[src/rtl/intersection_pkg.sv]
// Shared definitions for the intersection phase scheduler: light codes,
// phase encoding and green-direction selector.
package intersection_pkg;

  localparam logic [1:0] RED    = 2'b00;
  localparam logic [1:0] GREEN  = 2'b01;
  localparam logic [1:0] YELLOW = 2'b10;

  typedef enum logic [3:0] {
    ALL_RED   = 4'd0,
    NS_GREEN  = 4'd1,
    NS_YELLOW = 4'd2,
    WE_GREEN  = 4'd3,
    WE_YELLOW = 4'd4,
    PED_WALK  = 4'd5,
    POLICE    = 4'd6
  } phase_t;

  typedef enum logic {
    NS = 1'b0,
    WE = 1'b1
  } dir_t;

endpackage

[src/rtl/phase_timer.sv]
// Tick-gated dwell counter: clears on request, saturates at limit-1 and
// flags done on the tick that completes the dwell.
module phase_timer #(
  parameter int unsigned TMR_W = 8
) (
  input  logic             clock,
  input  logic             reset_n,
  input  logic             tick,
  input  logic             clear,
  input  logic [TMR_W-1:0] limit,
  output logic [TMR_W-1:0] value,
  output logic             done
);

  logic [TMR_W-1:0] last;

  assign last = limit - TMR_W'(1);
  assign done = tick && (value == last);

  always_ff @(posedge clock) begin
    if (!reset_n) begin
      value <= '0;
    end else if (clear) begin
      value <= '0;
    end else if (tick && (value != last)) begin
      value <= value + TMR_W'(1);
    end
  end

endmodule

[src/rtl/intersection_phase_scheduler.sv]
// Four-way intersection phase scheduler: arbitrates NS/WE vehicle flows,
// latched pedestrian calls and a police all-red override.
module intersection_phase_scheduler
  import intersection_pkg::*;
#(
  parameter int unsigned GREEN_MIN    = 8,
  parameter int unsigned GREEN_MAX    = 30,
  parameter int unsigned YELLOW_TIME  = 3,
  parameter int unsigned ALL_RED_TIME = 2,
  parameter int unsigned WALK_TIME    = 10,
  parameter int unsigned TMR_W        = 8
) (
  input  logic       clock,
  input  logic       reset_n,
  input  logic       tick,
  input  logic [3:0] traffic_Street_0,
  input  logic [3:0] traffic_Street_1,
  input  logic       ped_Hori_Interrupt,
  input  logic       ped_Vert_Interrupt,
  input  logic       police_Interrupt,
  output logic [1:0] north_South,
  output logic [1:0] west_East,
  output logic       pedestrian_Hori_Street,
  output logic       pedestrian_Vert_Street,
  output logic [3:0] phase,
  output logic       police_Active
);

  localparam logic [TMR_W-1:0] L_GMIN1  = TMR_W'(GREEN_MIN - 1);
  localparam logic [TMR_W-1:0] L_GMAX1  = TMR_W'(GREEN_MAX - 1);
  localparam logic [TMR_W-1:0] L_GMAX   = TMR_W'(GREEN_MAX);
  localparam logic [TMR_W-1:0] L_YELLOW = TMR_W'(YELLOW_TIME);
  localparam logic [TMR_W-1:0] L_ALLRED = TMR_W'(ALL_RED_TIME);
  localparam logic [TMR_W-1:0] L_WALK   = TMR_W'(WALK_TIME);

  phase_t           state, state_nxt;
  dir_t             next_dir;
  logic             ped_hori_pend, ped_vert_pend, prev_walk;
  logic             ped_pend, leave, enter_walk, t_done, green_exit;
  logic [TMR_W-1:0] timer, limit;
  logic [3:0]       c_own, c_oth;

  phase_timer #(.TMR_W(TMR_W)) u_timer (
    .clock   (clock),
    .reset_n (reset_n),
    .tick    (tick),
    .clear   (leave),
    .limit   (limit),
    .value   (timer),
    .done    (t_done)
  );

  assign phase      = state;
  assign ped_pend   = ped_hori_pend || ped_vert_pend;
  assign leave      = (state_nxt != state);
  assign enter_walk = leave && (state_nxt == PED_WALK);
  assign c_own      = (state == WE_GREEN) ? traffic_Street_1 : traffic_Street_0;
  assign c_oth      = (state == WE_GREEN) ? traffic_Street_0 : traffic_Street_1;

  // Early exit once min green is served; forced exit at max green only when someone waits.
  assign green_exit = tick &&
    (((timer >= L_GMIN1) && (ped_pend || (c_oth > c_own))) ||
     ((timer == L_GMAX1) && ((c_oth != '0) || ped_pend)));

  always_comb begin
    limit = TMR_W'(1);
    unique case (state)
      ALL_RED:              limit = L_ALLRED;
      NS_GREEN, WE_GREEN:   limit = L_GMAX;
      NS_YELLOW, WE_YELLOW: limit = L_YELLOW;
      PED_WALK:             limit = L_WALK;
      default:              limit = TMR_W'(1);
    endcase
  end

  always_comb begin
    state_nxt = state;
    unique case (state)
      ALL_RED: begin
        if (police_Interrupt)        state_nxt = POLICE;
        else if (t_done) begin
          if (ped_pend && !prev_walk) state_nxt = PED_WALK;
          else if (next_dir == WE)    state_nxt = WE_GREEN;
          else                        state_nxt = NS_GREEN;
        end
      end
      NS_GREEN:  if (police_Interrupt || green_exit) state_nxt = NS_YELLOW;
      WE_GREEN:  if (police_Interrupt || green_exit) state_nxt = WE_YELLOW;
      NS_YELLOW, WE_YELLOW:
        if (t_done) state_nxt = police_Interrupt ? POLICE : ALL_RED;
      PED_WALK: begin
        if (police_Interrupt) state_nxt = POLICE;
        else if (t_done)      state_nxt = ALL_RED;
      end
      POLICE:    if (!police_Interrupt) state_nxt = ALL_RED;
      default:   state_nxt = ALL_RED;
    endcase
  end

  always_ff @(posedge clock) begin
    if (!reset_n) begin
      state                  <= ALL_RED;
      next_dir               <= NS;
      ped_hori_pend          <= 1'b0;
      ped_vert_pend          <= 1'b0;
      prev_walk              <= 1'b0;
      north_South            <= RED;
      west_East              <= RED;
      pedestrian_Hori_Street <= 1'b0;
      pedestrian_Vert_Street <= 1'b0;
      police_Active          <= 1'b0;
    end else begin
      state <= state_nxt;
      if (leave) prev_walk <= (state == PED_WALK);
      if (leave && ((state == NS_YELLOW) || (state == WE_YELLOW)))
        next_dir <= (next_dir == NS) ? WE : NS;

      // Calls arriving in the walk-entry cycle survive the clear.
      ped_hori_pend <= (ped_hori_pend && !enter_walk) || ped_Hori_Interrupt;
      ped_vert_pend <= (ped_vert_pend && !enter_walk) || ped_Vert_Interrupt;

      // Walk outputs double as the grant registers captured at walk entry.
      pedestrian_Hori_Street <= (state_nxt == PED_WALK) &&
                                (enter_walk ? ped_hori_pend : pedestrian_Hori_Street);
      pedestrian_Vert_Street <= (state_nxt == PED_WALK) &&
                                (enter_walk ? ped_vert_pend : pedestrian_Vert_Street);

      north_South   <= (state_nxt == NS_GREEN)  ? GREEN :
                       (state_nxt == NS_YELLOW) ? YELLOW : RED;
      west_East     <= (state_nxt == WE_GREEN)  ? GREEN :
                       (state_nxt == WE_YELLOW) ? YELLOW : RED;
      police_Active <= (state_nxt == POLICE);
    end
  end

endmodule

[config.mk]
export PLATFORM = sky130hd
export DESIGN_NAME = intersection_phase_scheduler
export DESIGN_NICKNAME = d
export VERILOG_FILES = /design/src/rtl/intersection_pkg.sv /design/src/rtl/phase_timer.sv /design/src/rtl/intersection_phase_scheduler.sv
export SDC_FILE = /design/constraint.sdc
export NUM_CORES = 1
export LEC_CHECK = 0
export BUFFER_PORTS_ARGS = -buffer_cell sky130_fd_sc_hd__buf_2
export CORE_ASPECT_RATIO = 1.5
export CORE_UTILIZATION = 50
export CTS_CLUSTER_SIZE = 12
export DETAILED_ROUTE_END_ITERATION = 7
export PLACE_DENSITY = 0.81
export SETUP_SLACK_MARGIN = 0.1
export SLEW_MARGIN = 20
export SYNTH_ARGS = -nofsm -noshare
export SYNTH_HDL_FRONTEND = slang
export SYNTH_SLANG_ARGS = --single-unit
[constraint.sdc]
create_clock -name clock -period 5.1 [get_ports clock]
set_input_delay 1.02 -clock clock [delete_from_list [all_inputs] [get_ports clock]]
set_output_delay 1.02 -clock clock [all_outputs]
set_load 0.02 [all_outputs]
* After elaboration in Yosys (flattened, before gate mapping) *
Index checks and enable logic that the tools add are counted.

cells by class
  mux-type cells = 22
  reductions and logical operators = 29
  eq/ne operators = 16
  add/subtract/negate cells = 2
  bitwise gates (word level) = 1
  order comparisons = 2

operator list
  operator                                                           count
  2-to-1 mux 4 bit                                                   10
  == test 4 x 3 -> 1 bit, second input constant                      6
  one-hot mux 4 bit (6 select lines)                                 1
  one-hot mux 5 bit (4 select lines)                                 1
  == test 4 x 2 -> 1 bit, second input constant                      4
  logical AND 1 bit                                                  12
  OR reduction 2 bit                                                 5
  adder 8 x 1 -> 8 bit, second input constant                        1
  == test 4 x 1 -> 1 bit, second input constant                      2
  == test 8 x 5 -> 1 bit, second input constant                      1
  == test 8 bit                                                      1
  greater-or-equal comparator 8 x 3 -> 1 bit, second input constant  1
  logical OR 1 bit                                                   8
  != test 8 bit                                                      1
  2-to-1 mux 2 bit                                                   3
  2-to-1 mux 3 bit                                                   2
  subtractor 5 x 1 -> 6 bit, second input constant                   1
  2-to-1 mux 1 bit                                                   5
  greater-than comparator 4 bit                                      1
  logical NOT 4 bit                                                  1
  != test 4 bit                                                      1
  nonzero test 4 bit                                                 1
  logical NOT 1 bit                                                  2
  inverter 1 bit                                                     1

storage, ports and cells
  register bits after elaboration = 23
  input port bits = 14
  output and inout bits = 11

* Depth between registers and ports, before layout *
  depth after elaboration = 15
  gate-level depth with buffers = 11
  mapped depth without buffers = 10

* Cells and area by module *
A second synthesis with hierarchy kept.

second synthesis, totals
  cells, all modules = 239
  area total of the unflattened synthesis = 1891.8 um^2

modules (own cells, without submodules)
  module                        cells each  times used  area each (um^2)
  intersection_phase_scheduler  154         1           1216.2
  phase_timer                   85          1           675.6

* Least setup slack after synthesis *
No wires, ideal clock.

  path type = input to register
  start point = input traffic_Street_0[3]
  end point = register next_dir
  arrival = 2.900 ns
  path slack = 2.129 ns
  required time = 5.028 ns
  cell stages on the path = 8
  library setup time = 0.072 ns
  cells stage by stage = nor4_1 -> mux2i_1 -> a2111oi_2 -> o311ai_1 -> a31o_1 -> a221o_1 -> o31ai_2 -> mux2i_1

on the way
  cells in the longest elaborated chain, start to end = 11
  elaborated cells between the ends (all ways) = 16

RTL lines
  item                                                                 line                                                                    text
  from (decl)                                                          intersection_phase_scheduler.sv:16                                      input logic [3:0] traffic_Street_0,
  2-to-1 mux 4 bit, on equally long branches                           intersection_phase_scheduler.sv:58, intersection_phase_scheduler.sv:57
  greater-than comparator 4 bit or nonzero test 4 bit (tied branches)  intersection_phase_scheduler.sv:62, intersection_phase_scheduler.sv:63
  logical OR 1 bit, on equally long branches                           intersection_phase_scheduler.sv:62, intersection_phase_scheduler.sv:63
  logical AND 1 bit, on equally long branches                          intersection_phase_scheduler.sv:62, intersection_phase_scheduler.sv:63
  logical OR 1 bit (*)                                                 intersection_phase_scheduler.sv:62                                      (((timer >= L_GMIN1) && (ped_pend || (c_oth > c_own))) ||
  logical AND 1 bit (*)                                                intersection_phase_scheduler.sv:61                                      assign green_exit = tick &&
  logical OR 1 bit (*)                                                 intersection_phase_scheduler.sv:87, intersection_phase_scheduler.sv:88
  2-to-1 mux 4 bit, on equally long branches                           intersection_phase_scheduler.sv:88, intersection_phase_scheduler.sv:87
  one-hot mux 4 bit (6 select lines) (*)                               intersection_phase_scheduler.sv:78                                      unique case (state)
  != test 4 bit (*)                                                    intersection_phase_scheduler.sv:55                                      assign leave = (state_nxt != state);
  logical AND 1 bit (*)                                                intersection_phase_scheduler.sv:115                                     if (leave && ((state == NS_YELLOW) || (state == WE_YELLOW)))
  to (signal assigned)                                                 intersection_phase_scheduler.sv:116                                     next_dir <= (next_dir == NS) ? WE : NS;
  to (decl)                                                            intersection_phase_scheduler.sv:37                                      dir_t next_dir;

Every way passes the cells marked *; elsewhere a longest branch is shown, timed or not.
A chain may end at the register's enable or synchronous reset.

* Worst setup path after layout *
  start point = register state[0], in the netlist phase[0]
  end point = register police_Active

on the way
  cells in the longest elaborated chain, start to end = 11
  elaborated cells between the ends (all ways) = 34

RTL lines
  item                                                               line                                 text
  from (decl)                                                        intersection_phase_scheduler.sv:36   phase_t state, state_nxt;
  from (signal assigned)                                             intersection_phase_scheduler.sv:113  state <= state_nxt;
  branches (longest 9 deep; another with subtractor 5 x 1 -> 6 bit)  -
  one-hot mux 4 bit (6 select lines) (*)                             intersection_phase_scheduler.sv:78
  == test 4 x 3 -> 1 bit (*)                                         intersection_phase_scheduler.sv:132  police_Active <= (state_nxt == POLICE);
  to (signal assigned)                                               intersection_phase_scheduler.sv:132
  to (decl)                                                          intersection_phase_scheduler.sv:26   output logic police_Active

Every way passes the cells marked *.

==> impl_results.md <==
* Cts hold-fix bufs at 0
* Max H-tree Level at 1
* Worst path depth at 8
* Crit path launch type: register
* Synth async-reset ratio at 0%
* Final wirelength at 4074 um
* Post-layout min period at 3.217 ns
* Clock transition at path regs at 0.08 ns
* Post-CTS sizing at 0
* Fmax at 310.9 MHz
* GR Util met2 at 44.15%
* Port Buffers at 24
* Crit share post-route at 63.07%
* Area Growth Syn to Fin at 8.855%
* Core Rows at 25
* Drt pass-1 iters at 4
* First-pass GRT wire length at 6927 um
* Number of synthesized register bits at 23
* Max_slew headroom at 60.56%
* Routed WL per cell at 14.98 um
* Met3 global-route usage at 2.454%
* Share of cells above drive strength 1 at 18.97%
* Nets at 249
* Total Die Area at 3720 sq um
* Worst skew pair latency at 0.26 ns
* CTS tree: done
* Post-CTS setup buffer count at 0
* CP max FO at 18
* Post-Syn Nets at 230
* Hold depth at 2
* Crit end category: register
* RSZ-0062 raised after global routing: false
* Commonest non-fill, non-tap cells in the layout: buf_2, dfxtp_1, nand2_1
* Hpwl dp at 3138 um
* Vias at 1714
* Syn Std Cell Area at 1738 sq um
* Worst path max stage delay at 0.68 ns
* Crit path cell chain: nor3b_2 -> mux2i_1 -> o211ai_2 -> or4_4 -> a31oi_2 -> or2_1 -> or3b_1 -> nor2_1
* Top delay family on crit path: simple AND/OR/NAND/NOR gates
* Met1 usage at 26.88%
* Worst Skew at 0.0009644 ns
* Final Hold Vio Count at 0
* Synth Instances at 214
* Synth warnings at 0
* EDFF count, synth at 0
* Number of global-route vias before repair at 1572
* Crit path buffers/inverters at 0
* Mean cell area of the mapped netlist at 8.121 sq um
* Leakage at 0.7823 nW
* Maximum number of pins on one net before global-route repair at 19
* Clock buffer depth at 2
* Power per cell area at 199.6 nW/um^2
* Gr busiest metal: met2
* Slowest cell on the critical path: dfxtp_1
* GRT overflow at 0
* RePlAce Congestion at 0.9579
* Commonest non-fill, non-tap cell in the layout: buf_2
* Die width at 50.14 um
* Slew Limit Fails at 0
* Total CTS buffers at 3
* Clock root cell: clkbuf_8
* Setup TNS at 0 ns
* WP data arrival at 3.42 ns
* Sequential fraction of the synthesis area at 26.49%
* Number of antenna violations at the first check in global routing at 0
* CP Class: reg -> reg
* Total GRT Usage at 24.20%
* DR vias/cell at 6.301
* Tightest Pin Transition at 0.5907 ns
* Maxcap violations at 0
* Core ar. at 3222 sq um
* Placed cell count at 268
* WP data required at 5.30 ns
* Fill cells at 306
* Peak VDD IR at 0.2285 mV
* Chip Height at 74.21 um
* Outcome: completed
* Clk sinks at 23
* Routed Antenna Nets at 0
* Distinct cell type count after synthesis at 65
* Final setup violation count at 0
* Non-filler cells, final at 272
* Post-synth top flop: dfxtp_1
* Reg2Reg Depth at 8
* Initial drt markers at 29
* Classification of the worst-slack hold path: reg -> reg
* Initial core utilization at 53.94%
* Drc violations at 0
* Io pins at 25
* N_diodes at 0
worst min-delay path: stages, from the launching register on:
cell and delay, ns:
dfxtp_1 0.31, nand4_1 0.06, a21boi_1 0.05
report_power, final:
group	switching [mW]	total, mW	internal [mW]
Clock	0.0585	0.113	0.0546
Sequential	0.00901	0.192	0.183
Combinational	0.0432	0.0721	0.0289
kinds of logic (layout without fill, tap and decap cells):
group                      count (synthesis)  in the layout  synth area share, %
AOI/OAI and AO/OA                         70             70                31.10
muxes                                      3              3                1.728
DFF                                       23             23                26.49
adders and majority gates                  3              3                2.016
buffers and inverters                     17             35                5.112
and+or+nand+nor                           87             87                28.29
xor gates and xnor gates                  10             10                5.040
other                                      1              1               0.2158
per-stage QoR:
stage          setup slack, ns  total power [mW]  instance area [sq um]  hold WS [ns]  util (%)
2_1_floorplan            2.129            0.2484                   1738        0.4418         -
3_3_place_gp             1.831            0.2670                   1846        0.4527     57.28
3_5_place_dp             1.804            0.2679                   1846        0.4564     57.28
4_1_cts                  1.891            0.3771                   1892        0.4674     58.72
5_1_grt                  1.686            0.3925                   1892        0.4904     58.72
6_report                 1.883            0.3777                   1892        0.4666     58.72
cell usage after synthesis, types with 5 or more instances:
cell type	number	area share [%]
nand4_1	7	2.5
and3_1	12	4.3
nor2_1	12	2.6
o21ai_0	10	2.9
inv_1	7	1.5
a21oi_1	11	3.2
xnor2_1	7	3.5
nand2_1	19	4.1
clkbuf_1	5	1.1
dfxtp_1	23	26
nand3_1	8	2.3
nor2b_1	5	1.8
state kept, by name (all words and copies together) (netlist names):
name and flops:
ped_hori_pend 1, pedestrian_Vert_Street 1, ped_vert_pend 1, pedestrian_Hori_Street 1
north_South 2, u_timer.value 8, phase 4, prev_walk 1
west_East 2, next_dir 1, police_Active 1
worst paths after layout:
check	end	slack [ns]	startpoint
setup / recovery	police_Active	1.88	phase[0]
hold / removal	prev_walk	0.47	prev_walk
setup reg to reg	police_Active	1.88	phase[0]
hold reg to reg	prev_walk	0.47	prev_walk
cell type report:
type	count	area, sq um	area share (%)
sequential	23	460.4	24.34
clock inverter	1	5.005	0.2646
inverter	7	26.28	1.389
timing repair buffer	24	120.1	6.349
clock buffer	3	41.29	2.183
tap	40	50.05	2.646
multi-input combinational	174	1189	62.83
metal layers:
metal / vias up / share of wire [%]
met1: 792 / 40
met2: 60 / 50
met4: 0 / 4.8
met5: - / 0
li1: 845 / -
met3: 17 / 4.8
(Power assumes the default switching activity.)
